<file path="config.mk">
export PLATFORM = sky130hd
export DESIGN_NAME = hazard_int_ctrl_flat
export DESIGN_NICKNAME = d
export VERILOG_FILES = /design/src/rtl/hazard_int_ctrl_pkg.sv /design/src/rtl/hazard_int_ctrl_if.sv /design/src/rtl/hazard_int_ctrl.sv /design/src/flat_wrapper.sv
export SDC_FILE = /design/constraint.sdc
export NUM_CORES = 1
export LEC_CHECK = 0
export CORE_MARGIN = 2
export CORE_UTILIZATION = 30
export DETAILED_ROUTE_END_ITERATION = 10
export GPL_TIMING_DRIVEN = 0
export PLACE_DENSITY = 0.72
export RECOVER_POWER = 100
export SLEW_MARGIN = 0
export SYNTH_ARGS = -nofsm -noshare
export SYNTH_HDL_FRONTEND = slang
export SYNTH_SLANG_ARGS = --single-unit
</file>
<file path="constraint.sdc">
create_clock -name clk -period 4 [get_ports clk]
set_input_delay 0.6 -clock clk [delete_from_list [all_inputs] [get_ports clk]]
set_output_delay 0.6 -clock clk [all_outputs]
set_load 0.02 [all_outputs]
</file>
<file path="src/rtl/hazard_int_ctrl_pkg.sv">
// Shared types for the hazard/interrupt controller: FSM states, PC-override
// selectors and the interrupt priority encoder.
package hic_pkg;

  typedef enum logic [1:0] {
    ST_RUN      = 2'd0,
    ST_LOCK_IN  = 2'd1,
    ST_ISR      = 2'd2,
    ST_LOCK_OUT = 2'd3
  } state_e;

  // Source of PCOverrideVal when PCOverrideEn is high.
  localparam logic [1:0] PCSEL_NONE   = 2'd0;
  localparam logic [1:0] PCSEL_VECTOR = 2'd1;
  localparam logic [1:0] PCSEL_EPC    = 2'd2;

  // IntId is 3 bits wide, so the encoder covers up to eight request lines.
  localparam int INT_MAX = 8;

  // Lowest set index wins: bit 0 has the highest priority.
  function automatic logic [2:0] prio_enc(input logic [INT_MAX-1:0] req);
    logic [2:0] idx;
    idx = 3'd0;
    for (int i = INT_MAX - 1; i >= 0; i--) begin
      if (req[i]) idx = i[2:0];
    end
    return idx;
  endfunction

endpackage

</file>
<file path="src/rtl/hazard_int_ctrl_if.sv">
// Pipeline-facing bundle of the hazard/interrupt controller. The master side
// is the controller itself; the slave side is the pipeline and CP0.
interface hazard_int_ctrl_if #(
  parameter int INT_NUM = 6
);
  // ID/EX observation and interrupt sources
  logic [4:0]         IDRs;
  logic [4:0]         IDRt;
  logic               IDUsesRs;
  logic               IDUsesRt;
  logic               IDValid;
  logic [31:0]        IDPC;
  logic [4:0]         EXRd;
  logic               EXIsLoad;
  logic               EXRFWr;
  logic               BranchEX;
  logic               EretEX;
  logic [INT_NUM-1:0] IntReq;
  logic [INT_NUM-1:0] IntMask;
  logic               IntEnable;
  logic [31:0]        EPCIn;

  // Stall/flush/redirect controls
  logic               PCWrite;
  logic               IFIDWrite;
  logic               IFIDClear;
  logic               IDEXWrite;
  logic               IDEXClear;
  logic               PCOverrideEn;
  logic [31:0]        PCOverrideVal;
  logic               EPCWrite;
  logic [31:0]        EPCValue;
  logic               IntAck;
  logic [2:0]         IntId;
  logic               InIsr;

  modport master (
    input  IDRs, IDRt, IDUsesRs, IDUsesRt, IDValid, IDPC,
    input  EXRd, EXIsLoad, EXRFWr, BranchEX, EretEX,
    input  IntReq, IntMask, IntEnable, EPCIn,
    output PCWrite, IFIDWrite, IFIDClear, IDEXWrite, IDEXClear,
    output PCOverrideEn, PCOverrideVal, EPCWrite, EPCValue,
    output IntAck, IntId, InIsr
  );

  modport slave (
    output IDRs, IDRt, IDUsesRs, IDUsesRt, IDValid, IDPC,
    output EXRd, EXIsLoad, EXRFWr, BranchEX, EretEX,
    output IntReq, IntMask, IntEnable, EPCIn,
    input  PCWrite, IFIDWrite, IFIDClear, IDEXWrite, IDEXClear,
    input  PCOverrideEn, PCOverrideVal, EPCWrite, EPCValue,
    input  IntAck, IntId, InIsr
  );

endinterface

</file>
<file path="src/rtl/hazard_int_ctrl.sv">
// Stall/flush producer for PC, IF/ID and ID/EX: load-use stall, branch flush,
// and interrupt entry/ERET sequencing with a post-transition lockout window.
module hazard_int_ctrl
  import hic_pkg::*;
#(
  parameter int          INT_NUM    = 6,
  parameter logic [31:0] INT_VECTOR = 32'h0000_4180,
  parameter int          LOCKOUT    = 2
) (
  input  logic              clk,
  input  logic              rst,
  hazard_int_ctrl_if.master hic
);

  localparam int CNT_W = (LOCKOUT > 1) ? $clog2(LOCKOUT) : 1;
  localparam logic [CNT_W-1:0] LOCK_INIT = CNT_W'(LOCKOUT - 1);

  state_e             state_q, state_d;
  logic [CNT_W-1:0]   lock_cnt_q, lock_cnt_d;
  logic               in_isr_q, in_isr_d;
  logic [31:0]        epc_q, epc_d;
  logic [2:0]         int_id_q, int_id_d;

  logic [INT_NUM-1:0] req_masked;
  logic [INT_MAX-1:0] req_ext;
  logic [2:0]         req_idx;
  logic               pend;
  logic               loaduse;
  logic               accept;
  logic [1:0]         pc_sel;

  assign req_masked = hic.IntReq & hic.IntMask;
  assign req_ext    = INT_MAX'(req_masked);
  assign req_idx    = prio_enc(req_ext);
  assign pend       = hic.IntEnable & ~in_isr_q & (|req_masked);

  assign loaduse = hic.EXIsLoad & hic.EXRFWr & (hic.EXRd != 5'd0) &
                   ((hic.IDUsesRs & (hic.IDRs == hic.EXRd)) |
                    (hic.IDUsesRt & (hic.IDRt == hic.EXRd)));

  // ERET and taken branches both defer an interrupt to a later cycle.
  assign accept = (state_q == ST_RUN) & pend & hic.IDValid &
                  ~hic.EretEX & ~hic.BranchEX;

  // NOTE: sequential state uses non-blocking assignments so every register
  // samples the pre-edge value of every other register.
  always_ff @(posedge clk or posedge rst) begin
    if (rst) begin
      state_q    <= ST_RUN;
      lock_cnt_q <= '0;
      in_isr_q   <= 1'b0;
      epc_q      <= '0;
      int_id_q   <= '0;
    end else begin
      state_q    <= state_d;
      lock_cnt_q <= lock_cnt_d;
      in_isr_q   <= in_isr_d;
      epc_q      <= epc_d;
      int_id_q   <= int_id_d;
    end
  end

  // NOTE: every variable gets a default before the branches so no path
  // leaves one unassigned, which would otherwise infer a latch.
  always_comb begin
    state_d    = state_q;
    lock_cnt_d = lock_cnt_q;
    in_isr_d   = in_isr_q;
    epc_d      = epc_q;
    int_id_d   = int_id_q;
    if (hic.EretEX) begin
      state_d    = ST_LOCK_OUT;
      lock_cnt_d = LOCK_INIT;
      in_isr_d   = 1'b0;
    end else if (accept) begin
      state_d    = ST_LOCK_IN;
      lock_cnt_d = LOCK_INIT;
      in_isr_d   = 1'b1;
      epc_d      = hic.IDPC;
      int_id_d   = req_idx;
    end else begin
      unique case (state_q)
        ST_LOCK_IN: begin
          if (lock_cnt_q == '0) state_d = ST_ISR;
          else                  lock_cnt_d = lock_cnt_q - CNT_W'(1);
        end
        ST_LOCK_OUT: begin
          if (lock_cnt_q == '0) state_d = ST_RUN;
          else                  lock_cnt_d = lock_cnt_q - CNT_W'(1);
        end
        default: ;
      endcase
    end
  end

  // Outputs are purely combinational so ID/EX can sample its clear at negedge.
  always_comb begin
    hic.PCWrite      = 1'b1;
    hic.IFIDWrite    = 1'b1;
    hic.IFIDClear    = 1'b0;
    hic.IDEXWrite    = 1'b1;
    hic.IDEXClear    = 1'b0;
    hic.PCOverrideEn = 1'b0;
    hic.EPCWrite     = 1'b0;
    hic.IntAck       = 1'b0;
    pc_sel           = PCSEL_NONE;
    if (hic.EretEX) begin
      hic.PCOverrideEn = 1'b1;
      pc_sel           = PCSEL_EPC;
      hic.IFIDClear    = 1'b1;
      hic.IDEXClear    = 1'b1;
    end else if (hic.BranchEX) begin
      hic.IFIDClear = 1'b1;
      hic.IDEXClear = 1'b1;
    end else if (accept) begin
      hic.IntAck       = 1'b1;
      hic.EPCWrite     = 1'b1;
      hic.PCOverrideEn = 1'b1;
      pc_sel           = PCSEL_VECTOR;
      hic.IFIDClear    = 1'b1;
      hic.IDEXClear    = 1'b1;
    end else if (loaduse) begin
      hic.PCWrite   = 1'b0;
      hic.IFIDWrite = 1'b0;
      hic.IDEXClear = 1'b1;
    end
  end

  always_comb begin
    unique case (pc_sel)
      PCSEL_VECTOR: hic.PCOverrideVal = INT_VECTOR;
      PCSEL_EPC:    hic.PCOverrideVal = hic.EPCIn;
      default:      hic.PCOverrideVal = 32'h0;
    endcase
  end

  // CP0 writes EPC on the accept edge, so the strobe cycle forwards IDPC.
  assign hic.EPCValue = accept ? hic.IDPC : epc_q;
  assign hic.IntId    = accept ? req_idx  : int_id_q;
  assign hic.InIsr    = in_isr_q;

endmodule

</file>
<file path="src/flat_wrapper.sv">
// flat-port wrapper written by rule: the top's interface ports become plain ports
module hazard_int_ctrl_flat import hic_pkg::*;
#(
  parameter int          INT_NUM    = 6,
  parameter logic [31:0] INT_VECTOR = 32'h0000_4180,
  parameter int          LOCKOUT    = 2
)
  (clk, rst, hic_IDRs, hic_IDRt, hic_IDUsesRs, hic_IDUsesRt, hic_IDValid, hic_IDPC, hic_EXRd, hic_EXIsLoad, hic_EXRFWr, hic_BranchEX, hic_EretEX, hic_IntReq, hic_IntMask, hic_IntEnable, hic_EPCIn, hic_PCWrite, hic_IFIDWrite, hic_IFIDClear, hic_IDEXWrite, hic_IDEXClear, hic_PCOverrideEn, hic_PCOverrideVal, hic_EPCWrite, hic_EPCValue, hic_IntAck, hic_IntId, hic_InIsr);
  hazard_int_ctrl_if #(.INT_NUM(INT_NUM)) hic_i ();
  input  logic clk;
  input  logic rst;
  input wire logic [$bits(hic_i.IDRs)-1:0] hic_IDRs;
  input wire logic [$bits(hic_i.IDRt)-1:0] hic_IDRt;
  input wire logic [$bits(hic_i.IDUsesRs)-1:0] hic_IDUsesRs;
  input wire logic [$bits(hic_i.IDUsesRt)-1:0] hic_IDUsesRt;
  input wire logic [$bits(hic_i.IDValid)-1:0] hic_IDValid;
  input wire logic [$bits(hic_i.IDPC)-1:0] hic_IDPC;
  input wire logic [$bits(hic_i.EXRd)-1:0] hic_EXRd;
  input wire logic [$bits(hic_i.EXIsLoad)-1:0] hic_EXIsLoad;
  input wire logic [$bits(hic_i.EXRFWr)-1:0] hic_EXRFWr;
  input wire logic [$bits(hic_i.BranchEX)-1:0] hic_BranchEX;
  input wire logic [$bits(hic_i.EretEX)-1:0] hic_EretEX;
  input wire logic [$bits(hic_i.IntReq)-1:0] hic_IntReq;
  input wire logic [$bits(hic_i.IntMask)-1:0] hic_IntMask;
  input wire logic [$bits(hic_i.IntEnable)-1:0] hic_IntEnable;
  input wire logic [$bits(hic_i.EPCIn)-1:0] hic_EPCIn;
  output wire logic [$bits(hic_i.PCWrite)-1:0] hic_PCWrite;
  output wire logic [$bits(hic_i.IFIDWrite)-1:0] hic_IFIDWrite;
  output wire logic [$bits(hic_i.IFIDClear)-1:0] hic_IFIDClear;
  output wire logic [$bits(hic_i.IDEXWrite)-1:0] hic_IDEXWrite;
  output wire logic [$bits(hic_i.IDEXClear)-1:0] hic_IDEXClear;
  output wire logic [$bits(hic_i.PCOverrideEn)-1:0] hic_PCOverrideEn;
  output wire logic [$bits(hic_i.PCOverrideVal)-1:0] hic_PCOverrideVal;
  output wire logic [$bits(hic_i.EPCWrite)-1:0] hic_EPCWrite;
  output wire logic [$bits(hic_i.EPCValue)-1:0] hic_EPCValue;
  output wire logic [$bits(hic_i.IntAck)-1:0] hic_IntAck;
  output wire logic [$bits(hic_i.IntId)-1:0] hic_IntId;
  output wire logic [$bits(hic_i.InIsr)-1:0] hic_InIsr;
  assign hic_i.IDRs = hic_IDRs;
  assign hic_i.IDRt = hic_IDRt;
  assign hic_i.IDUsesRs = hic_IDUsesRs;
  assign hic_i.IDUsesRt = hic_IDUsesRt;
  assign hic_i.IDValid = hic_IDValid;
  assign hic_i.IDPC = hic_IDPC;
  assign hic_i.EXRd = hic_EXRd;
  assign hic_i.EXIsLoad = hic_EXIsLoad;
  assign hic_i.EXRFWr = hic_EXRFWr;
  assign hic_i.BranchEX = hic_BranchEX;
  assign hic_i.EretEX = hic_EretEX;
  assign hic_i.IntReq = hic_IntReq;
  assign hic_i.IntMask = hic_IntMask;
  assign hic_i.IntEnable = hic_IntEnable;
  assign hic_i.EPCIn = hic_EPCIn;
  assign hic_PCWrite = hic_i.PCWrite;
  assign hic_IFIDWrite = hic_i.IFIDWrite;
  assign hic_IFIDClear = hic_i.IFIDClear;
  assign hic_IDEXWrite = hic_i.IDEXWrite;
  assign hic_IDEXClear = hic_i.IDEXClear;
  assign hic_PCOverrideEn = hic_i.PCOverrideEn;
  assign hic_PCOverrideVal = hic_i.PCOverrideVal;
  assign hic_EPCWrite = hic_i.EPCWrite;
  assign hic_EPCValue = hic_i.EPCValue;
  assign hic_IntAck = hic_i.IntAck;
  assign hic_IntId = hic_i.IntId;
  assign hic_InIsr = hic_i.InIsr;
  hazard_int_ctrl #(.INT_NUM(INT_NUM), .INT_VECTOR(INT_VECTOR), .LOCKOUT(LOCKOUT)) u_core (.clk(clk), .rst(rst), .hic(hic_i));
endmodule
</file>
-- Word-level counts from Yosys, hierarchy flattened
Cells that the tools add are included.
- flip-flop bits (word level): 39
- latch bits: 0
- memory bits (writable): 0
- bits in read-only memories: 0
- input port bits: 101
- output and inout bits: 76
- word-level logic and storage cells: 75
- memories: 0
- add/subtract/negate cells: 1
- multipliers: 0
- divide/modulo/power cells: 0
- magnitude comparators: 0
- equal/unequal tests: 8
- shift-type cells: 0
- multiplexer cells: 37
- bitwise logic cells: 16
- reduce and logical (&&, ||, !) cells: 8
- operators by type and width (operator ; number):
    case mux 32 bit (2 select lines) ; 1
    2-to-1 mux 32 bit ; 1
    2-to-1 mux 1 bit ; 21
    2-to-1 mux 3 bit ; 7
    2-to-1 mux 2 bit ; 6
    AND 1 bit ; 11
    == test 5 bit ; 2
    inequality test 4 bit, second input constant ; 2
    AND 6 bit ; 1
    OR reduction 6 bit ; 1
    nonzero test 5 bit ; 1
    == test 2 x 1 -> 1 bit, second input constant ; 2
    == test 2 bit, second input constant ; 2
    case mux 2 bit (2 select lines) ; 1
    nonzero test 4 bit ; 1
    inverter 1 bit ; 3
    AND reduction 3 bit ; 1
    nonzero test 3 bit ; 1
    zero test 2 bit ; 1
    nonzero test 2 bit ; 1
    OR reduction 2 bit ; 1
    bitwise OR 1 bit ; 1
    subtractor 1 bit, second input constant ; 1

-- Logic depth before layout (Yosys ltp)
Gate-level depths: netlist (run 1).
- word-level depth: 12
- depth in mapped cells: 6

-- Least setup slack after synthesis (run 1)
OpenSTA, ideal clock, no wires.
- path type: in2out
- from: input hic_EretEX
- to: output hic_EPCValue[0]
- arrival time: 2.375 ns
- required time: 3.400 ns
- slack: 1.025 ns
- cell stages on the path: 6
- path buffers: 1
- cells stage by stage: or4b_4 > nor4b_4 > nand2_2 > inv_2 > buf_6 > mux2_2
- cells in the longest elaborated chain, start to end: 4
- ends and longest elaborated chain (what ; line ; RTL):
    from (decl) ; flat_wrapper.sv:22 ; input wire logic [$bits(hic_i.EretEX)-1:0] hic_EretEX;
    inverter 1 bit ; hazard_int_ctrl.sv:43 ; ~hic.EretEX & ~hic.BranchEX;
    AND 1 bit ; hazard_int_ctrl.sv:42 ; assign accept = (state_q == ST_RUN) & pend & hic.IDValid &
    AND 1 bit ; hazard_int_ctrl.sv:43 ;
    2-to-1 mux 32 bit ; hazard_int_ctrl.sv:138 ; assign hic.EPCValue = accept ? hic.IDPC : epc_q;
    to (decl) ; flat_wrapper.sv:35 ; output wire logic [$bits(hic_i.EPCValue)-1:0] hic_EPCValue;
No other way between the ends.

-- Worst setup path in the final report (run 1)
- from: input hic_EretEX
- to: output hic_EPCValue[30]
The elaborated chain is that of the path after synthesis.

==> results of run 1 <==
==> flip-flops by register name (all words and copies together) (netlist names) <==
signal	cells
u_core.hic.InIsr	1
u_core.state_q	2
u_core.lock_cnt_q	1
u_core.int_id_q	3
u_core.epc_q	32
==> final cells by class <==
type | count | area, sq um
fillers | 662 | 3339
repair buffers | 176 | 1769
multi-input cells | 149 | 1297
flip-flops and latches | 39 | 975.9
well taps | 102 | 127.6
plain buffers | 14 | 103.9
clock buffers | 5 | 68.82
inverters | 6 | 25.02
clock inverters | 3 | 20.02
==> report_power, final <==
group / internal [mW] / switching [mW] / total [mW] / leakage, nW
logic: 0.257 / 0.171 / 0.428 / 1.40
registers: 0.435 / 0.0199 / 0.455 / 0.519
clock network: 0.121 / 0.143 / 0.264 / 0.0402
total: 0.813 / 0.334 / 1.15 / 1.96
==> worst max-delay path, stage by stage <==
cell             delay (ps)
clkdlybuf4s50_1         450
or4b_4                  550
nor4b_4                 320
nand2_2                 160
inv_4                   160
buf_6                   170
mux2_2                  340
clkdlybuf4s50_1         550
==> cell usage in the layout, fill, tap and decap left out, drive strengths merged, types with 3 or more instances in the layout <==
cell type	Yosys	routed
inv	6	6
nand2	11	11
dfrtp	39	39
clkdlybuf4s50	0	169
o21ai	4	4
and2	30	30
a21oi	3	3
buf	10	11
dlymetal6s2s	0	4
clkbuf	4	9
xnor2	3	3
xor2	8	8
a22oi	3	3
mux2	64	64
==> per-stage QoR <==
stage	instances	setup WS [ps]
after global routing	494	-0.3115
after floorplan	208	1025
after global placement	485	-112.8
after detailed placement	485	-122.3
final	494	99.08
after CTS	494	14.89
==> logic make-up after synthesis <==
family	Yosys count	share of synthesized area
mux	64	0.3003
simple gates	54	0.1423
flops	39	0.4067
buf+inv	20	0.05265
compound gates	19	0.05631
xor+xnor	11	0.04015
other cells	1	0.001563
==> how the worst min path moves through the flow <==
| stage | from | to | cells past startpoint |
|---|---|---|---|
| global placement | u_core.int_id_q[0] | u_core.int_id_q[0] | 1 |
| finish | u_core.int_id_q[0] | u_core.int_id_q[0] | 1 |
| floorplan | u_core.int_id_q[0] | u_core.int_id_q[0] | 1 |
| global route | u_core.epc_q[28] | u_core.epc_q[28] | 1 |
| detailed placement | u_core.int_id_q[0] | u_core.int_id_q[0] | 1 |
| CTS | u_core.int_id_q[0] | u_core.int_id_q[0] | 1 |
==> routing by layer <==
layer	wire length [um]	part of all wire	GRT usage	vias to the layer above
met5	0	0	0	-
met4	17	0.0023	0.02574	0
met3	774	0.10	0.05641	2
met2	3696	0.50	0.2920	108
met1	2887	0.39	0.1820	1062
li1	-	-	-	1084
==> what timing repair did <==
item | CTS | global route
setup endpoints to repair | 16 | 16
gates resized for setup | 0 | 5
pin swaps | 1 | 0
buffers inserted | 1 | 0
==> summary.md, run 1 <==
| Metric | Value |
|---|---|
| Run status | complete, but fails checks |
| Violated checks | capacitance limit |
| Worst-path fanout max | 11 |
| Count of final hold-check violations | 0 |
| WS Path Type | input pin to primary output |
| Arr. time, crit path | 3300 ps |
| Worst r2r dst | u_core.epc_q[30] |
| Worst Max-Slew Pin Slew | 1484 ps |
| Gr usage total | 0.1601 |
| Grt total ovfl | 0 |
| Root Buffer | clkbuf_8 |
| Placer Congestion | 0.7397 |
| CP endpoint kind | primary output |
| Crit start category | input pin |
| Final Routed Wirelength | 7376 um |
| DR vias | 2,256 |
| Post-synthesis instance total | between 200 and 250 |
| Final min period | between 3000 and 4000 ps |
| Final cell utilization of the core | 0.5678 |
| Initial Util | 0.3106 |
| Yosys top cell area share | 0.4067 |
| Commonest register cell after synthesis | dfrtp_1 |
| Residual DRC count | 0 |
| Register-to-Register Setup Slack | 1780 ps |
| IO buf count | 175 |
| Post-synth EDFFs | 0 |
| Critical Path Start | hic_EretEX |
| Min Hold Slack | around 490 ps |
| Nets@finish | 492 |
| Reg2Reg Launch Point | u_core.hic.InIsr |
| Synthesized area | 0.002400 sq mm |
| TritonCTS Buffers | 5 |
| Initial drt markers | 22 |
| Async set-reset flop share out of synthesis | 1.000 |
| Die area | between 0.008 and 0.009 sq mm |
| Ant diodes | 0 |
| Cells on worst reg2reg path | 6 |
| Synth top cells by count | mux2_2 (64), dfrtp_1 (39), and2_1 (29) |
| Vias in the first global route | 2,366 |
| Main area contributors after synthesis | dfrtp_1 (41%), mux2_2 (30%), and2_1 (7.6%) |
| #FFs+latches synth | 39 |
| P per Cell Area | between 200 and 300 mW/mm^2 |
| Initial antenna violation count | 0 |
| DP Area | 0.004279 sq mm |
| Final ANT Viol Nets | 0 |
| Vias per inst | 4.567 |
| Synth warn | 0 |
| End of the critical path | hic_EPCValue[30] |
| Clock buffer depth | 2 |
| # IOs | 177 |
| Worst min path class | register to register |
| Clock H-tree levels | 2 |
| Most common cell in the synthesized netlist | mux2_2 |
| Overall Power | ~1.1 mW |
| CTS tree | done |
| Slew headroom | 0.009734 |
| Clk_lat worst skew | 290 ps |
| Post-DP HPWL | a little under 6000 um |
| CTS Hold Bufs | 0 |
| Setup_tns | 0 ps |
| Skew final | 6.645 ps |
| Worst-path clk slew | 70 ps |
| Avg Inst Size Synth | roughly 12 sq um |
| Period utilization | 0.9752 |
| Post-route design area | 0.004388 sq mm |
| Max-Cap Viols | 1 |
| First-pass GRT wire length | ~11,000 um |
| Max IR drop VDD | 0.2390 mV |
| Syn_nets | 309 |
| Critical Path RT | 3400 ps |
| Syn-to-layout area delta | 82.85% |
| Seq/Total Area, Yosys | 0.4067 |
| Die W | slightly above 90 um |
| Drt wl/cell | 14.93 um |
| Share of cells above drive strength 1 | 0.2245 |
| # setup viols final | 0 |
| Yosys cell types | 35 |
| Number of detailed-route iterations in the first pass | 4 |
| Final Max Tran Viols | 0 |
| Clk sinks | 39 |
| Chip height | 93.44 um |
| CORE AREA | 0.007727 sq mm |
| Pin count of the biggest net entering global routing | 40 |
| F_max | ~260 MHz |
| Rows | 32 |
| Yosys top cell by area | dfrtp_1 |
| Leakage | around 2.0 nW |
Power figures use the tool's default switching activity.
==> run 2, diff against run 1 <==
--- a/config.mk
+++ b/config.mk
@@ -9,2 +9,3 @@
 export CORE_UTILIZATION = 30
+export CTS_BUF_LIST = sky130_fd_sc_hd__clkbuf_4 sky130_fd_sc_hd__clkbuf_8
 export DETAILED_ROUTE_END_ITERATION = 10
@@ -12,3 +13,2 @@
 export PLACE_DENSITY = 0.72
-export RECOVER_POWER = 100
 export SLEW_MARGIN = 0
==> constraint.sdc (replaced) <==
create_clock -name clk -period 4 [get_ports clk]
set_input_delay 0.8 -clock clk [delete_from_list [all_inputs] [get_ports clk]]
set_output_delay 0.8 -clock clk [all_outputs]
set_load 0.02 [all_outputs]
==> summary.md, run 2 (synthesis gave the netlist of run 1 again) <==
| Metric | Value |
|---|---|
| Run status | finished clean |
| Nets@finish | 498 (+1.2%) |
| Arr. time, crit path | 3110 ps (-190 ps) |
| Critical Path RT | 3200 ps (-200 ps) |
| CTS tree | done |
| Ant diodes | 0 (unchanged) |
| Setup_tns | 0 ps (unchanged) |
| # IOs | 177 (unchanged) |
| Rows | 32 (unchanged) |
| Worst-path clk slew | 80 ps (about the same) |
| Sequential Power Share | 0.407 (+0.010) |
| Slew headroom | 0.4598 (+0.4500) |
| Syn-to-layout area delta | 83.58% |
| Final cell utilization of the core | 0.5701 (+0.002267) |
| Vias in the first global route | 2,393 (+1.1%) |
| DR vias | 2,302 (+2.0%) |
| CTS Hold Bufs | 0 (unchanged) |
| Leakage | 2.119 nW (+8.2%) |
| F_max | 255.5 MHz (-0.34%) |
| Skew final | 8.165 ps (+1.520 ps) |
| Clock H-tree levels | 2 (unchanged) |
| Gr usage total | 0.1634 (+0.003274) |
| Largest regs | u_core.epc_q (32), u_core.int_id_q (3), u_core.state_q (2) |
| Residual DRC count | 0 (unchanged) |
| Psw | 333.7 uW (about the same) |
| DP Area | 0.004279 sq mm (unchanged) |
| Max reg flops | 32 (unchanged) |
| Max IR drop VDD | 0.2386 mV (-0.14%) |
| Worst Max-Slew Pin Slew | 809.2 ps (-674.6 ps) |
| Crit start category | input pin |
| TritonCTS Buffers | 5 (unchanged) |
| Pin count of the biggest net entering global routing | 40 (unchanged) |
| Clk_lat worst skew | 290 ps (about the same) |
| Setup WS pre-CTS | -522.3 ps (-400.0 ps) |
| Number of detailed-route iterations in the first pass | 4 (unchanged) |
| Commonest non-fill, non-tap cell in the layout | clkdlybuf4s50_1 |
| Initial antenna violation count | 0 (unchanged) |
| Count of final hold-check violations | 0 (unchanged) |
| P per Cell Area | 253.9 mW/mm^2 (-2.8%) |
| Post-DP HPWL | 5834 um (unchanged) |
| RSZ-0062 raised after global routing | true |
| Drt wl/cell | 15.04 um (+0.73%) |
| IO buf count | 175 (unchanged) |
| Placed instance count | 485 (unchanged) |
| Worst min path class | register to register |
| Die W | 93.44 um (unchanged) |
| Register-to-Register Setup Slack | 1810 ps (+30 ps) |
| CORE AREA | 0.007727 sq mm (unchanged) |
| Combinational share of power | 0.358 (-0.015) |
| Final ANT Viol Nets | 0 (unchanged) |
| Vias per inst | 4.604 (+0.81%) |
| First-pass GRT wire length | 11,430 um (+2.0%) |
| Grt total ovfl | 0 (unchanged) |
| Initial drt markers | 30 (+36%) |
| Commonest non-fill, non-tap cells in the layout | clkdlybuf4s50_1 (133), mux2_2 (64), dfrtp_1 (39), and2_1 (29), dlygate4sd2_1 (19) |
| # setup viols final | 0 (unchanged) |
| Final min period | 3914 ps (+13.47 ps) |
| Net Sw Frac | 0.2983 (+0.007346) |
| Worst-path fanout max | 7 (-4) |
| Clk sinks | 39 (unchanged) |
| Placer Congestion | 0.7397 (unchanged) |
| Final cell count without fillers | 500 (+1.2%) |
| Max-Cap Viols | 0 (-1) |
| Worst setup margin | 85.60 ps (-13.47 ps) |
| Initial Util | 0.3106 (unchanged) |
| CP endpoint kind | primary output |
| Reg with most FFs | u_core.epc_q |
| Final Routed Wirelength | 7520 um (+2.0%) |
| Clock buffer depth | 2 (unchanged) |
| Root Buffer | clkbuf_8 |
| Post-route design area | 0.004405 sq mm (+0.40%) |
| Int Power | 785.0 uW (-3.4%) |
| Share of cells above drive strength 1 | 0.2864 (+0.06194) |
| Clock group share of total power | 0.236 (+0.006) |
| Period utilization | 0.9786 (+0.003368) |
| WS Path Type | input pin to primary output |
| Chip height | 93.44 um (unchanged) |
| Final Max Tran Viols | 0 (unchanged) |
| Die area | 0.008731 sq mm (unchanged) |
[run 2: cell types whose count changed in the layout (fill, tap and decap cells not counted), sizes merged]
cell,before,now
dlymetal6s2s,4,7
clkdlybuf4s50,169,133
dlygate4sd2,0,19
bufbuf,0,1
buf,11,27
dlygate4sd3,2,0
clkdlybuf4s15,0,1
clkbuf,9,13
[run 2: worst paths after layout]
check / depth (start not counted) / startpoint / to
setup / recovery: 9 / hic_IDValid / hic_EPCValue[9]
hold / removal: 1 / u_core.int_id_q[0] / u_core.int_id_q[0]
setup reg to reg: 7 / u_core.hic.InIsr / u_core.epc_q[9]
hold reg to reg: 1 / u_core.int_id_q[0] / u_core.int_id_q[0]
max in group asynchronous: 2 / rst / u_core.lock_cnt_q
min in group asynchronous: 2 / rst / u_core.epc_q[12]
[run 2: final cells by class]
cell class	instances	area, sq um
Multi-Input combinational cell	149	1313
Tap cell	102	127.6
Sequential cell	39	975.9
Fill cell	672	3322
Inverter	6	30.03
Timing Repair Buffer	182	1755
Buffer	14	115.1
Clock inverter	3	20.02
Clock buffer	5	68.82
[run 2: per-stage QoR]
stage	total power [mW]	hold slack, ps
2_1_floorplan	0.6528	456.7
3_3_place_gp	0.8869	473.3
3_5_place_dp	0.8940	477.9
4_1_cts	1.135	495.5
5_1_grt	1.184	528.0
6_report	1.119	491.7
[run 2: power groups by stage]
stage | Clock, mW | Sequential [mW] | Combinational (mW)
2_1_floorplan | 0 | 0.457 | 0.196
3_3_place_gp | 0 | 0.460 | 0.427
3_5_place_dp | 0 | 0.463 | 0.431
4_1_cts | 0.273 | 0.455 | 0.406
5_1_grt | 0.295 | 0.461 | 0.429
6_report | 0.263 | 0.455 | 0.400
[run 2: metal layers]
metal  up-vias  track usage  part of all wire
met3         4      0.05479             0.099
met2       105       0.3034              0.51
met5         -            0                 0
li1       1097            -                 -
met1      1096       0.1832              0.39
met4         0      0.02574            0.0045
[run 2: timing repair]
action	in CTS	in global routing
pin swaps	3	3
resized for setup	83	13
cloned	1	0
setup buffers	5	1
setup endpoints to repair	41	25
[run 2: critical path, stage by stage]
cell and delay [ps]:
clkdlybuf4s50_1 450, or4b_4 480, nor4b_4 260, nand2_2 150, buf_6 160, inv_8 60
bufbuf_16 250, mux2_2 330, buf_4 160
